--- src/rtl/alu_share_arb.sv ---
// Two-port round-robin front end for one shared combinational ALU, with a 1-entry tagged response register.
// Latency: result, zero flag and requester ID are registered one cycle after acceptance; 1 op/cycle sustained.
// Backpressure: a held response that is not being drained blocks both requesters. Optional macro: ALU_CTRL_CHECK_EN.
module alu_share_arb #(
    parameter int WIDTH = 32
) (
    input  logic             i_clk,
    input  logic             i_rst_n,
    input  logic             i_req0_valid,
    input  logic [WIDTH-1:0] i_req0_op1,
    input  logic [WIDTH-1:0] i_req0_op2,
    input  logic [3:0]       i_req0_control,
    output logic             o_req0_ready,
    input  logic             i_req1_valid,
    input  logic [WIDTH-1:0] i_req1_op1,
    input  logic [WIDTH-1:0] i_req1_op2,
    input  logic [3:0]       i_req1_control,
    output logic             o_req1_ready,
    output logic [WIDTH-1:0] o_alu_op1,
    output logic [WIDTH-1:0] o_alu_op2,
    output logic [3:0]       o_alu_control,
    input  logic [WIDTH-1:0] i_alu_result,
    input  logic             i_alu_zf,
    output logic             o_rsp_valid,
    output logic             o_rsp_id,
    output logic [WIDTH-1:0] o_rsp_result,
    output logic             o_rsp_zf,
`ifdef ALU_CTRL_CHECK_EN
    output logic             o_rsp_err,
`endif
    input  logic             i_rsp_ready
);

    localparam logic [3:0] CTRL_AND = 4'b0000;

`ifdef ALU_CTRL_CHECK_EN
    // Only the six codes the ALU implements are considered legal.
    function automatic logic ctrl_legal(input logic [3:0] c);
        case (c)
            4'b0000, 4'b0001, 4'b0010, 4'b0110, 4'b0111, 4'b1100: ctrl_legal = 1'b1;
            default:                                              ctrl_legal = 1'b0;
        endcase
    endfunction
`endif

    logic             rsp_valid_q,  rsp_valid_d;
    logic             rsp_id_q,     rsp_id_d;
    logic [WIDTH-1:0] rsp_result_q, rsp_result_d;
    logic             rsp_zf_q,     rsp_zf_d;
    logic             last_grant_q, last_grant_d;
`ifdef ALU_CTRL_CHECK_EN
    logic             rsp_err_q,    rsp_err_d;
`endif

    logic             slot_free;
    logic             grant0;
    logic             grant1;
    logic             transfer;
    logic             alu_drive;
    logic [WIDTH-1:0] sel_op1;
    logic [WIDTH-1:0] sel_op2;
    logic [3:0]       sel_control;

    // Round-robin grant: a lone requester wins; under contention the one not granted last wins.
    always_comb begin
        slot_free = !rsp_valid_q || i_rsp_ready;
        grant0    = slot_free && i_req0_valid && (!i_req1_valid || last_grant_q);
        grant1    = slot_free && i_req1_valid && (!i_req0_valid || !last_grant_q);
        transfer  = grant0 || grant1;
    end

    // Steer the granted operands to the ALU; idle or rejected codes present zeros and AND.
    always_comb begin
        sel_op1     = grant1 ? i_req1_op1     : i_req0_op1;
        sel_op2     = grant1 ? i_req1_op2     : i_req0_op2;
        sel_control = grant1 ? i_req1_control : i_req0_control;
`ifdef ALU_CTRL_CHECK_EN
        alu_drive   = transfer && ctrl_legal(sel_control);
`else
        alu_drive   = transfer;
`endif
        o_alu_op1     = alu_drive ? sel_op1     : '0;
        o_alu_op2     = alu_drive ? sel_op2     : '0;
        o_alu_control = alu_drive ? sel_control : CTRL_AND;
    end

    // Response slot next state: capture on transfer (drain and refill share a cycle), clear valid on a bare drain.
    always_comb begin
        rsp_valid_d  = rsp_valid_q;
        rsp_id_d     = rsp_id_q;
        rsp_result_d = rsp_result_q;
        rsp_zf_d     = rsp_zf_q;
        last_grant_d = last_grant_q;
`ifdef ALU_CTRL_CHECK_EN
        rsp_err_d    = rsp_err_q;
`endif
        if (transfer) begin
            rsp_valid_d  = 1'b1;
            rsp_id_d     = grant1;
            rsp_result_d = i_alu_result;
            rsp_zf_d     = i_alu_zf;
            last_grant_d = grant1;
`ifdef ALU_CTRL_CHECK_EN
            // Zero flag is forced low too: the ALU sees AND 0,0 and would report zero.
            rsp_err_d    = !alu_drive;
            if (!alu_drive) begin
                rsp_result_d = '0;
                rsp_zf_d     = 1'b0;
            end
`endif
        end else if (i_rsp_ready) begin
            rsp_valid_d = 1'b0;
        end
    end

    // State registers; last_grant resets to 1 so requester 0 wins the first contention.
    always_ff @(posedge i_clk or negedge i_rst_n) begin
        if (!i_rst_n) begin
            rsp_valid_q  <= 1'b0;
            rsp_id_q     <= 1'b0;
            rsp_result_q <= '0;
            rsp_zf_q     <= 1'b0;
            last_grant_q <= 1'b1;
`ifdef ALU_CTRL_CHECK_EN
            rsp_err_q    <= 1'b0;
`endif
        end else begin
            rsp_valid_q  <= rsp_valid_d;
            rsp_id_q     <= rsp_id_d;
            rsp_result_q <= rsp_result_d;
            rsp_zf_q     <= rsp_zf_d;
            last_grant_q <= last_grant_d;
`ifdef ALU_CTRL_CHECK_EN
            rsp_err_q    <= rsp_err_d;
`endif
        end
    end

    assign o_req0_ready = grant0;
    assign o_req1_ready = grant1;
    assign o_rsp_valid  = rsp_valid_q;
    assign o_rsp_id     = rsp_id_q;
    assign o_rsp_result = rsp_result_q;
    assign o_rsp_zf     = rsp_zf_q;
`ifdef ALU_CTRL_CHECK_EN
    assign o_rsp_err    = rsp_err_q;
`endif

endmodule
--- config.mk ---
export PLATFORM = sky130hd
export DESIGN_NAME = alu_share_arb
export DESIGN_NICKNAME = d
export VERILOG_FILES = /design/src/rtl/alu_share_arb.sv
export SDC_FILE = /design/constraint.sdc
export NUM_CORES = 1
export LEC_CHECK = 0
export CAP_MARGIN = 20
export CORE_MARGIN = 5
export CORE_UTILIZATION = 31
export DETAILED_ROUTE_END_ITERATION = 12
export GPL_TIMING_DRIVEN = 0
export PLACE_DENSITY = 0.84
export SLEW_MARGIN = 20
export SYNTH_ARGS = -nofsm -noshare
export SYNTH_HDL_FRONTEND = slang
export SYNTH_SLANG_ARGS = --single-unit
--- constraint.sdc ---
create_clock -name i_clk -period 1.6 [get_ports i_clk]
set_input_delay 0.32 -clock i_clk [delete_from_list [all_inputs] [get_ports i_clk]]
set_output_delay 0.32 -clock i_clk [all_outputs]
set_load 0.05 [all_outputs]
==> run_summary.xml <==
<?xml version="1.0" encoding="UTF-8"?>
<metrics>
  <group name="status">
    <metric name="run_status" unit="">finished with violations</metric>
    <metric name="violations" unit="">negative setup slack</metric>
  </group>
  <group name="synthesis">
    <metric name="synth_top_flop_cell" unit="">dfrtp_1</metric>
    <metric name="postSynth.asyncResetShare" unit="">1.00</metric>
    <metric name="syn_area_per_cell" unit="um^2">11.3</metric>
    <metric name="synth_area_leader_cell" unit="">o31ai_4</metric>
    <metric name="synth_fp_nets" unit="">500</metric>
    <metric name="number_of_flip_flops_and_latches_in_the_synthesized_netlist" unit="">36</metric>
    <metric name="netlist_top_cells_count" unit="">69 x inv_1, 68 x nand4_1, 60 x o31ai_4</metric>
    <metric name="synth_edf_count" unit="">0</metric>
    <metric name="post-synth-top-count-cell" unit="">inv_1</metric>
    <metric name="synth_cell_type_count" unit="">20</metric>
    <metric name="ys_warn_count" unit="">0</metric>
    <metric name="yosysTopAreaCellShare" unit="">0.347</metric>
    <metric name="seq_area_frac_synth" unit="">0.245</metric>
    <metric name="synth.cell_area" unit="mm^2">0.00368</metric>
    <metric name="synth_top_cells_by_area" unit="">o31ai_4 35%, dfrtp_1 24%, nand4_1 12%, mux2_2 9.8%, inv_1 7.0%</metric>
    <metric name="synthCells" unit="">326</metric>
  </group>
  <group name="power_and_ir_drop">
    <metric name="power.density_cell_area" unit="mW/mm^2">861</metric>
    <metric name="power.share.clock" unit="">0.167</metric>
    <metric name="peak_ir_drop_on_the_vdd_network" unit="V">0.00121</metric>
    <metric name="leakage" unit="nW">3.14</metric>
    <metric name="switching_share" unit="">0.448</metric>
    <metric name="combinationalPowerShare" unit="">0.656</metric>
    <metric name="cellInternalPower" unit="mW">3.53</metric>
    <metric name="netsw" unit="mW">2.87</metric>
    <metric name="seq_power_share" unit="">0.177</metric>
  </group>
  <group name="critical_path">
    <metric name="reg2reg_setup_slack" unit="ns">0.10</metric>
    <metric name="critical_path.cell_chain" unit="">nand2_4 &gt; and3_4 &gt; buf_8 &gt; buf_16 &gt; o31ai_4 &gt; buf_6</metric>
    <metric name="worstSetupPathType" unit="">reg2out</metric>
    <metric name="library_cell_contributing_the_largest_single_delay_on_the_critical_path" unit="">dfstp_2</metric>
    <metric name="path_max_fanout" unit="">6</metric>
    <metric name="critPathLaunchType" unit="">register</metric>
    <metric name="timing.critical_path.arrival" unit="ns">1.81</metric>
    <metric name="setup.worst_path.end_class" unit="">primary output</metric>
    <metric name="critical_path_required" unit="ns">1.28</metric>
    <metric name="cpPeakStageDelay" unit="ns">0.55</metric>
  </group>
  <group name="drt">
    <metric name="route.detailed.drc" unit="">0</metric>
    <metric name="detail_route.iter0.violations" unit="">127</metric>
    <metric name="number_of_nets_with_antenna_violations_after_detailed_routing" unit="">0</metric>
    <metric name="first_pass_iters" unit="">4</metric>
    <metric name="route.vias.total" unit="">3838</metric>
    <metric name="post_dr_wirelength_cell" unit="um">19.1</metric>
    <metric name="post_drt_via_cell_ratio" unit="">4.94</metric>
    <metric name="drt-total-wl" unit="um">14900</metric>
  </group>
  <group name="sta">
    <metric name="timing_hold_violations_final" unit="">0</metric>
    <metric name="slew-limit-headroom" unit="">0.646</metric>
    <metric name="hold_ws" unit="ns">0.467</metric>
    <metric name="rsz0062_at_grt" unit="">yes</metric>
    <metric name="fin_ws" unit="ns">-0.526</metric>
    <metric name="number_of_failing_setup_endpoints_in_the_final_timing_report" unit="">70</metric>
    <metric name="skew" unit="ns">0.00234</metric>
    <metric name="final_min_period_over_clock_period" unit="">1.33</metric>
    <metric name="worst-slew-pin-transition" unit="ns">0.534</metric>
    <metric name="timing.fmax" unit="MHz">470</metric>
    <metric name="report.final.slew_viol_count" unit="">0</metric>
    <metric name="min_period" unit="ns">2.13</metric>
  </group>
  <group name="die">
    <metric name="die_width" unit="um">119</metric>
    <metric name="floorplan.rows" unit="">39</metric>
    <metric name="start_util" unit="">0.320</metric>
    <metric name="ios" unit="">279</metric>
    <metric name="design.core.area" unit="mm^2">0.0115</metric>
    <metric name="fp.dieH" unit="um">119</metric>
    <metric name="die_ar" unit="mm^2">0.0142</metric>
  </group>
  <group name="cts">
    <metric name="cts_buffer_depth" unit="">2</metric>
    <metric name="clock_sink_count" unit="">36</metric>
    <metric name="number_of_levels_the_h_tree_was_split_into" unit="">2</metric>
    <metric name="path_clk_slew" unit="ns">0.05</metric>
    <metric name="numCtsBuffers" unit="">5</metric>
    <metric name="worstSkewPairLatency" unit="ns">0.27</metric>
    <metric name="cts_root_buffer" unit="">clkbuf_16</metric>
    <metric name="tritoncts" unit="">yes</metric>
  </group>
  <group name="placed_design">
    <metric name="place_congestion" unit="">0.840</metric>
    <metric name="post_dp_cell_area" unit="mm^2">0.00674</metric>
    <metric name="hpwlAfterDp" unit="um">11900</metric>
    <metric name="place.port_buffers" unit="">277</metric>
  </group>
  <group name="cells_and_area">
    <metric name="finish.net_count" unit="">807</metric>
    <metric name="nFillCells" unit="">861</metric>
    <metric name="area.growth.synth_to_final" unit="%">102</metric>
    <metric name="drive_gt1_frac" unit="">0.383</metric>
    <metric name="finalInstanceArea" unit="mm^2">0.00743</metric>
    <metric name="num_antenna_cells" unit="">0</metric>
  </group>
  <group name="global_route">
    <metric name="globalRouteOverflowTotal" unit="">0</metric>
    <metric name="grt_util_all_layers" unit="">0.203</metric>
    <metric name="first_global_vias" unit="">4238</metric>
    <metric name="initial_antenna_violation_count" unit="">0</metric>
    <metric name="grt_max_degree" unit="">28</metric>
    <metric name="wire_length_of_the_first_global_routing_pass" unit="um">23400</metric>
  </group>
  <group name="job">
    <metric name="max-cap-violations" unit="">0</metric>
  </group>
  <group name="hold_path">
    <metric name="min_path_type" unit="">in2async</metric>
  </group>
</metrics>
[metal layers]
layer | vias to the layer above | wire length (um) | part of all wire | global-route usage
met4 | 0 | 375 | 0.025 | 0.0507
met2 | 181 | 7980 | 0.54 | 0.391
met1 | 1823 | 5280 | 0.35 | 0.211
li1 | 1809 | - | - | -
met3 | 25 | 1250 | 0.084 | 0.0668
met5 | - | 0 | 0 | 0
[timing repair]
action	in CTS	in global routing
setup endpoints to repair	117	70
setup buffers	21	0
gates cloned	3	3
resized for setup	583	21
endpoints found under the hold margin	9	0
hold buffers	1	0
pin swaps	12	12
[registers in the layout (all words and copies together), names as in the netlist]
register	cells
o_rsp_result	32
last_grant_q	1
o_rsp_id	1
o_rsp_valid	1
o_rsp_zf	1
[final cells by class]
type / count / area [um^2] / share of cell area
well taps: 143 / 179 / 0.0241
flip-flops and latches: 36 / 903 / 0.122
clock inverters: 2 / 35.0 / 0.00472
multi-input cells: 179 / 2320 / 0.313
repair buffers: 303 / 3170 / 0.426
clock buffers: 6 / 129 / 0.0174
plain buffers: 39 / 430 / 0.0580
inverters: 69 / 259 / 0.0349
[path summary, 6_finish.rpt]
check | end | startpoint | cells past startpoint
setup reg to reg | o_rsp_result[6]$_DFFE_PN0P_ | o_rsp_valid$_DFFE_PN0P_ | 6
max in group asynchronous | last_grant_q$_DFFE_PN1P_ | i_rst_n | 3
setup / recovery | o_alu_op1[18] | last_grant_q$_DFFE_PN1P_ | 6
hold reg to reg | o_rsp_result[11]$_DFFE_PN0P_ | o_rsp_result[11]$_DFFE_PN0P_ | 1
min in group i_clk | o_rsp_result[11]$_DFFE_PN0P_ | o_rsp_result[11]$_DFFE_PN0P_ | 1
hold / removal | o_rsp_result[21]$_DFFE_PN0P_ | i_rst_n | 2
[critical path, delay by kind of cell (launching register included)]
| kind | cells | cell delay, ns |
|---|---|---|
| and+or+nand+nor | 2 | 0.24 |
| AOI/OAI and AO/OA | 1 | 0.24 |
| DFF | 1 | 0.55 |
| buffers and inverters | 3 | 0.49 |
[cells by family after synthesis]
kind of cell           count (synthesis)  synth area share
multiplexers                          33             0.101
buffers and inverters                111             0.147
AND/OR/NAND/NOR                       73             0.124
flip-flops                            36             0.245
AO/OA/AOI/OAI                         73             0.383
[layout by cell type (no fill, tap or decap), types with 2 or more instances in the layout]
| master | count |
|---|---|
| clkbuf_8 | 2 |
| nand2_1 | 2 |
| mux2_2 | 32 |
| buf_16 | 2 |
| inv_1 | 69 |
| clkbuf_1 | 8 |
| dlygate4sd2_1 | 36 |
| dfrtp_1 | 34 |
| clkbuf_16 | 8 |
| nand4_1 | 68 |
| clkdlybuf4s50_1 | 169 |
| buf_4 | 13 |
| buf_12 | 13 |
| clkbuf_2 | 7 |
| o31ai_4 | 68 |
| buf_2 | 4 |
| buf_8 | 7 |
| buf_6 | 77 |
[metrics by stage]
stage,TNS [ns],utilization,std cells,setup slack [ns],power (mW)
4_1_cts,-33.83,0.638,777,-0.587,6.40
5_1_grt,-35.95,0.645,777,-0.572,6.65
6_report,-32.38,0.645,777,-0.526,6.40
3_3_place_gp,-127.31,0.584,746,-1.61,4.98
2_1_floorplan,-27.75,-,326,-0.470,3.67
3_5_place_dp,-109.38,0.585,747,-1.64,5.05
[power by group through the flow]
stage	Combinational [mW]	Clock, mW	Sequential (mW)
2_1_floorplan	2.06	0	1.61
3_3_place_gp	3.85	0	1.14
3_5_place_dp	3.90	0	1.15
4_1_cts	4.18	1.09	1.13
5_1_grt	4.37	1.13	1.15
6_report	4.19	1.07	1.13
Power figures use the tool's default switching activity.
==> edit 1: new RTL, same settings <==
`rsp_result_q` no longer has a reset.
--- a/src/rtl/alu_share_arb.sv
+++ b/src/rtl/alu_share_arb.sv
@@ -118,7 +118,6 @@
         if (!i_rst_n) begin
             rsp_valid_q  <= 1'b0;
             rsp_id_q     <= 1'b0;
-            rsp_result_q <= '0;
             rsp_zf_q     <= 1'b0;
             last_grant_q <= 1'b1;
 `ifdef ALU_CTRL_CHECK_EN
@@ -127,13 +126,16 @@
         end else begin
             rsp_valid_q  <= rsp_valid_d;
             rsp_id_q     <= rsp_id_d;
-            rsp_result_q <= rsp_result_d;
             rsp_zf_q     <= rsp_zf_d;
             last_grant_q <= last_grant_d;
 `ifdef ALU_CTRL_CHECK_EN
             rsp_err_q    <= rsp_err_d;
 `endif
         end
+    end
+
+    always_ff @(posedge i_clk) begin
+        rsp_result_q <= rsp_result_d;
     end
 
     assign o_req0_ready = grant0;
Function: changed (Yosys sat finds a counterexample within 4 cycles, from zero or initial values and one cycle with i_rst_n low).
==> edit 1 against the original RTL <==
The run still ends with setup timing left; worst setup slack gained 75 ps; sequential cell count is the same; non-clock buffer count grew 20; worst hold slack lost 230 ps; largest cell class unchanged; synthesized cell count shrank 5.5%; total power shrank 15%; cell area grew 4.9%; final cell count shrank 5.5%; synthesized area shrank 23%; routed wire length grew 32%; highest routed layer unchanged.
==> edit 1: results (changes against the original RTL) <==
depth of the worst register-to-register path=4 (was 6); post-route insts no fill=734 (was 777); number of enable-type register cells in the synthesized netlist=32 (was 0); setup TNS=-26760 ps (was -32380 ps); DP HPWL=11.8 mm (was 11.9 mm); arrival time reported for the critical path endpoint=1730 ps (was 1810 ps); leakage power total=2.98 nW (was 3.14 nW); part of the Yosys area used for sequential elements=37.7% (was 24.5%); share of cells above drive strength 1=46.8% (was 38.3%); final-stage net count=798 (was 807); worst reg2reg setup slack=40 ps (was 100 ps); 1st-iter DRT viols=279 (was 127); largest net degree at the start of global routing=18 (was 28); count of fill cells added during filler insertion=399 (was 861); Post-Place Setup Slack=-1310 ps (was -1640 ps); Setup violations, final=70 (unchanged); first-pass GRT wire length=26.4 mm (was 23.4 mm); slack of the critical path=-451 ps (was -526 ps); worst slack on hold paths=235 ps (was 467 ps); biggest area contributors in the synthesized netlist=edfxtp_1 34%, o2111ai_1 21%, nand4_1 15%, nand2_1 9.3%, buf_6 7.6% (was o31ai_4 35%, dfrtp_1 24%, nand4_1 12%, mux2_2 9.8%, inv_1 7.0%); final weighted congestion in routability-driven placement=0.848 (was 0.840); Crit Reg-Reg Endpoint=o_rsp_result[17] (was o_rsp_result[6]); Worst Tran Pin Value=816 ps (was 534 ps); detailed-router iteration count before antenna repair=5 (was 4); Mean Syn Cell Area=9.15 µm² (was 11.3 µm²); overall global routing resource usage=30.1% (was 20.3%); met3 layer wire length in the routed design=1.62 mm (was 1.25 mm); number of global-route vias before repair=4647 (was 4238); Synth async-reset ratio=11.1% (was 100%); list of most frequent post-synthesis cells=70 x nand2_1, 68 x nand4_1, 68 x o2111ai_1, 32 x edfxtp_1, 22 x clkbuf_1 (was 69 x inv_1, 68 x nand4_1, 60 x o31ai_4, 35 x dfrtp_1, 32 x mux2_2); Post-Syn Nets=482 (was 500); Reg clk slew, reported paths=70 ps (was 50 ps); cell family with most CP delay=buffers and inverters (was flip-flops); failing checks=setup timing (unchanged); Post-Route M1 WL=6.75 mm (was 5.28 mm); vias after detailed routing=4463 (was 3838); Clock Skew=3.25 ps (was 2.34 ps); crit path max fanout=8 (was 6); Detail Route met2 WL=10.4 mm (was 7.98 mm); result of the run=finished with violations (unchanged)
[edit 1: cell types whose count changed after synthesis, moves of 4 or more]
cell	delta
o2111ai_1	+68
o31ai_4	-60
buf_6	+9
dfrtp_1	-32
inv_1	-68
buf_2	+5
mux2_2	-32
edfxtp_1	+32
buf_4	-4
nand2_1	+67
o31ai_2	-8
[edit 1: area by class of cell]
cell class / count / share of cell area [%]
repair buffers: 311 / 45.2
multi-input cells: 217 / 30.3
flip-flops and latches: 36 / 13.7
plain buffers: 51 / 7.95
well taps: 108 / 1.73
clock buffers: 5 / 0.883
inverters: 2 / 0.161
clock inverters: 2 / 0.0964
diodes: 2 / 0.0642
[edit 1: worst max path at each step]
stage                                  end  slack, ps  depth (start not counted)
after floorplan              o_alu_op1[10]        -50                          6
after global placement       o_alu_op2[30]      -1270                          6
after detailed placement  o_alu_control[2]      -1310                          6
after CTS                    o_alu_op2[13]       -410                          8
after global routing      o_alu_control[0]       -500                          7
final                        o_alu_op2[31]       -450                          7
[edit 1: layer usage]
| metal | global-route usage [%] | up-vias |
|---|---|---|
| li1 | - | 1898 |
| met1 | 32.3 | 2205 |
| met2 | 55.5 | 291 |
| met3 | 8.13 | 69 |
| met4 | 12.6 | 0 |
| met5 | 0 | - |
[edit 1: what timing repair did]
action	in CTS	in global routing
pin swaps	43	57
cloned	9	3
hold endpoints to repair	0	0
setup endpoints to repair	106	87
buffers inserted	15	11
gates resized for setup	704	54
[edit 1: power groups by stage]
stage	registers (mW)	clock network (mW)	logic [mW]
after global routing	1.14	0.657	3.80
after floorplan	1.37	0	1.36
after CTS	1.13	0.611	3.35
after detailed placement	1.15	0	2.65
after global placement	1.15	0	2.62
final	1.14	0.608	3.69
[edit 1: cells by family after synthesis]
family	Yosys count	share of synthesized area [%]
and+or+nand+nor	142	25.7
DFF	36	37.7
buffers and inverters	56	13.8
muxes	1	0.532
AOI/OAI and AO/OA	73	22.3
[edit 1: metrics by stage]
stage	total power, mW	util [%]	cell area [µm²]
final	5.43	88.5	7790
after CTS	5.09	84.5	7440
after global placement	3.77	69.4	6110
after global routing	5.59	88.5	7790
after floorplan	2.73	-	3200
after detailed placement	3.81	69.4	6110
==> edit 2: new RTL, config.mk and constraints unchanged <==
Without the edit above. Change the parameter `WIDTH` from 32 to 16.
--- a/src/rtl/alu_share_arb.sv
+++ b/src/rtl/alu_share_arb.sv
@@ -2,7 +2,7 @@
 // Latency: result, zero flag and requester ID are registered one cycle after acceptance; 1 op/cycle sustained.
 // Backpressure: a held response that is not being drained blocks both requesters. Optional macro: ALU_CTRL_CHECK_EN.
 module alu_share_arb #(
-    parameter int WIDTH = 32
+    parameter int WIDTH = 16
 ) (
     input  logic             i_clk,
     input  logic             i_rst_n,
Ports: changed (8 resized); port bits go from 279 to 151. The function was not compared with the original's and may differ.
==> edit 2 against the original RTL <==
The run still ends with setup timing left; clock power decreased by 64%; routed wire length fell by 53%; total power down 49%; clock skew grew 4.5 ps; combinational power decreased by 47%; critical path depth stayed put; maximum frequency up 1.9%; synthesized area fell by 56%; worst hold slack better by 34 ps; cell area down 47%; sequential cell count is 16 lower; worst setup slack gained 39 ps; critical path type unchanged; critical endpoint is now o_alu_op1[15].
==> edit 2: results (changes against the original RTL) <==
last element of the critical path=o_alu_op1[15] (was o_alu_op1[18]); setup TNS=-16540 ps (was -32380 ps); failing checks=setup timing (unchanged); met3 layer wire length in the routed design=531 µm (was 1.25 mm); met3 Use GR=5.37% (was 6.68%); routed len/inst=17.1 µm (was 19.1 µm); number of logic inverters in the finished layout=37 (was 69); Post-Syn Nets=271 (was 500); Detail Route met2 WL=3.88 mm (was 7.98 mm); final weighted congestion in routability-driven placement=0.751 (was 0.840); vias after detailed routing=2088 (was 3838); Peak supply drop=0.554 mV (was 1.21 mV); internal power of the cells=1.74 mW (was 3.53 mW); bufs w/o clock=182 (was 342); clock buffer count from CTS=3 (was 5); first-pass GRT wire length=10.5 mm (was 23.4 mm); DP HPWL=5.51 mm (was 11.9 mm); clock buf count=4 (was 6); Post-Route M1 WL=2.40 mm (was 5.28 mm); Crit Reg-Reg Endpoint=o_rsp_result[1] (was o_rsp_result[6]); slack of the critical path=-487 ps (was -526 ps); count of unique library cells instantiated by Yosys=19 (was 20); Setup violations, final=38 (was 70); list of most frequent post-synthesis cells=37 x inv_1, 36 x nand4_1, 20 x o31ai_2, 19 x dfrtp_1, 17 x mux2_2 (was 69 x inv_1, 68 x nand4_1, 60 x o31ai_4, 35 x dfrtp_1, 32 x mux2_2); 1st-iter DRT viols=47 (was 127); Hold Path Class=reg -> reg (was in -> async); result of the run=finished with violations (unchanged); met2 usage in global routing=37.5% (was 39.1%); share of cells above drive strength 1=39.2% (was 38.3%); final-stage net count=437 (was 807); signal buffers share of area=47.9% (was 48.4%); largest net degree at the start of global routing=21 (was 28); overall global routing resource usage=20.2% (was 20.3%); input/output buffers=150 (was 277)
==> edit 2: changes by cell type in the layout (fill, tap and decap cells not counted), moves of 8 or more <==
cell	before	now
o31ai_4	68	36
mux2_2	32	17
clkbuf_1	8	0
buf_12	13	5
dlygate4sd2_1	36	22
inv_1	69	37
dfrtp_1	34	18
nand4_1	68	36
buf_6	77	45
clkdlybuf4s50_1	169	90
==> edit 2: worst min-delay path by stage <==
stage / cells past startpoint / endpoint / slack (ps) / from
2_1_floorplan: 0 / o_rsp_id / 20 / i_rst_n
3_3_place_gp: 1 / o_rsp_id / 460 / o_rsp_id
3_5_place_dp: 1 / o_rsp_result[4] / 490 / o_rsp_result[4]
4_1_cts: 1 / o_rsp_result[4] / 510 / o_rsp_result[4]
5_1_grt: 1 / o_rsp_result[0] / 530 / o_rsp_result[0]
6_report: 1 / o_rsp_result[2] / 500 / o_rsp_result[2]
==> edit 2: critical path: stages, from the launching register on <==
cell and delay, ps:
dfstp_2 560, nand2_4 60, and3_4 190, buf_12 150, buf_6 140, o31ai_4 220, buf_6 190
==> edit 2: what timing repair did <==
item / in CTS / in global routing
hold buffers: 0 / 0
cloned: 1 / 1
gates resized for setup: 315 / 13
endpoints found under the setup margin: 70 / 38
pin swaps: 5 / 9
setup buffers: 7 / 2
==> edit 2: cell families after synthesis <==
kind of cell	Yosys count	synth area share (%)
compound gates	41	25.1
buf+inv	58	15.9
flops	20	31.2
mux	17	11.9
simple gates	41	16.0
==> edit 2: through the flow <==
| step | setup slack, ps | hold slack (ps) | cell area, µm² |
|---|---|---|---|
| after detailed placement | -1410 | 494 | 3630 |
| final | -487 | 501 | 3960 |
| after global placement | -1390 | 461 | 3630 |
| after CTS | -503 | 507 | 3880 |
| after floorplan | -438 | 24.4 | 2040 |
| after global routing | -537 | 527 | 3960 |
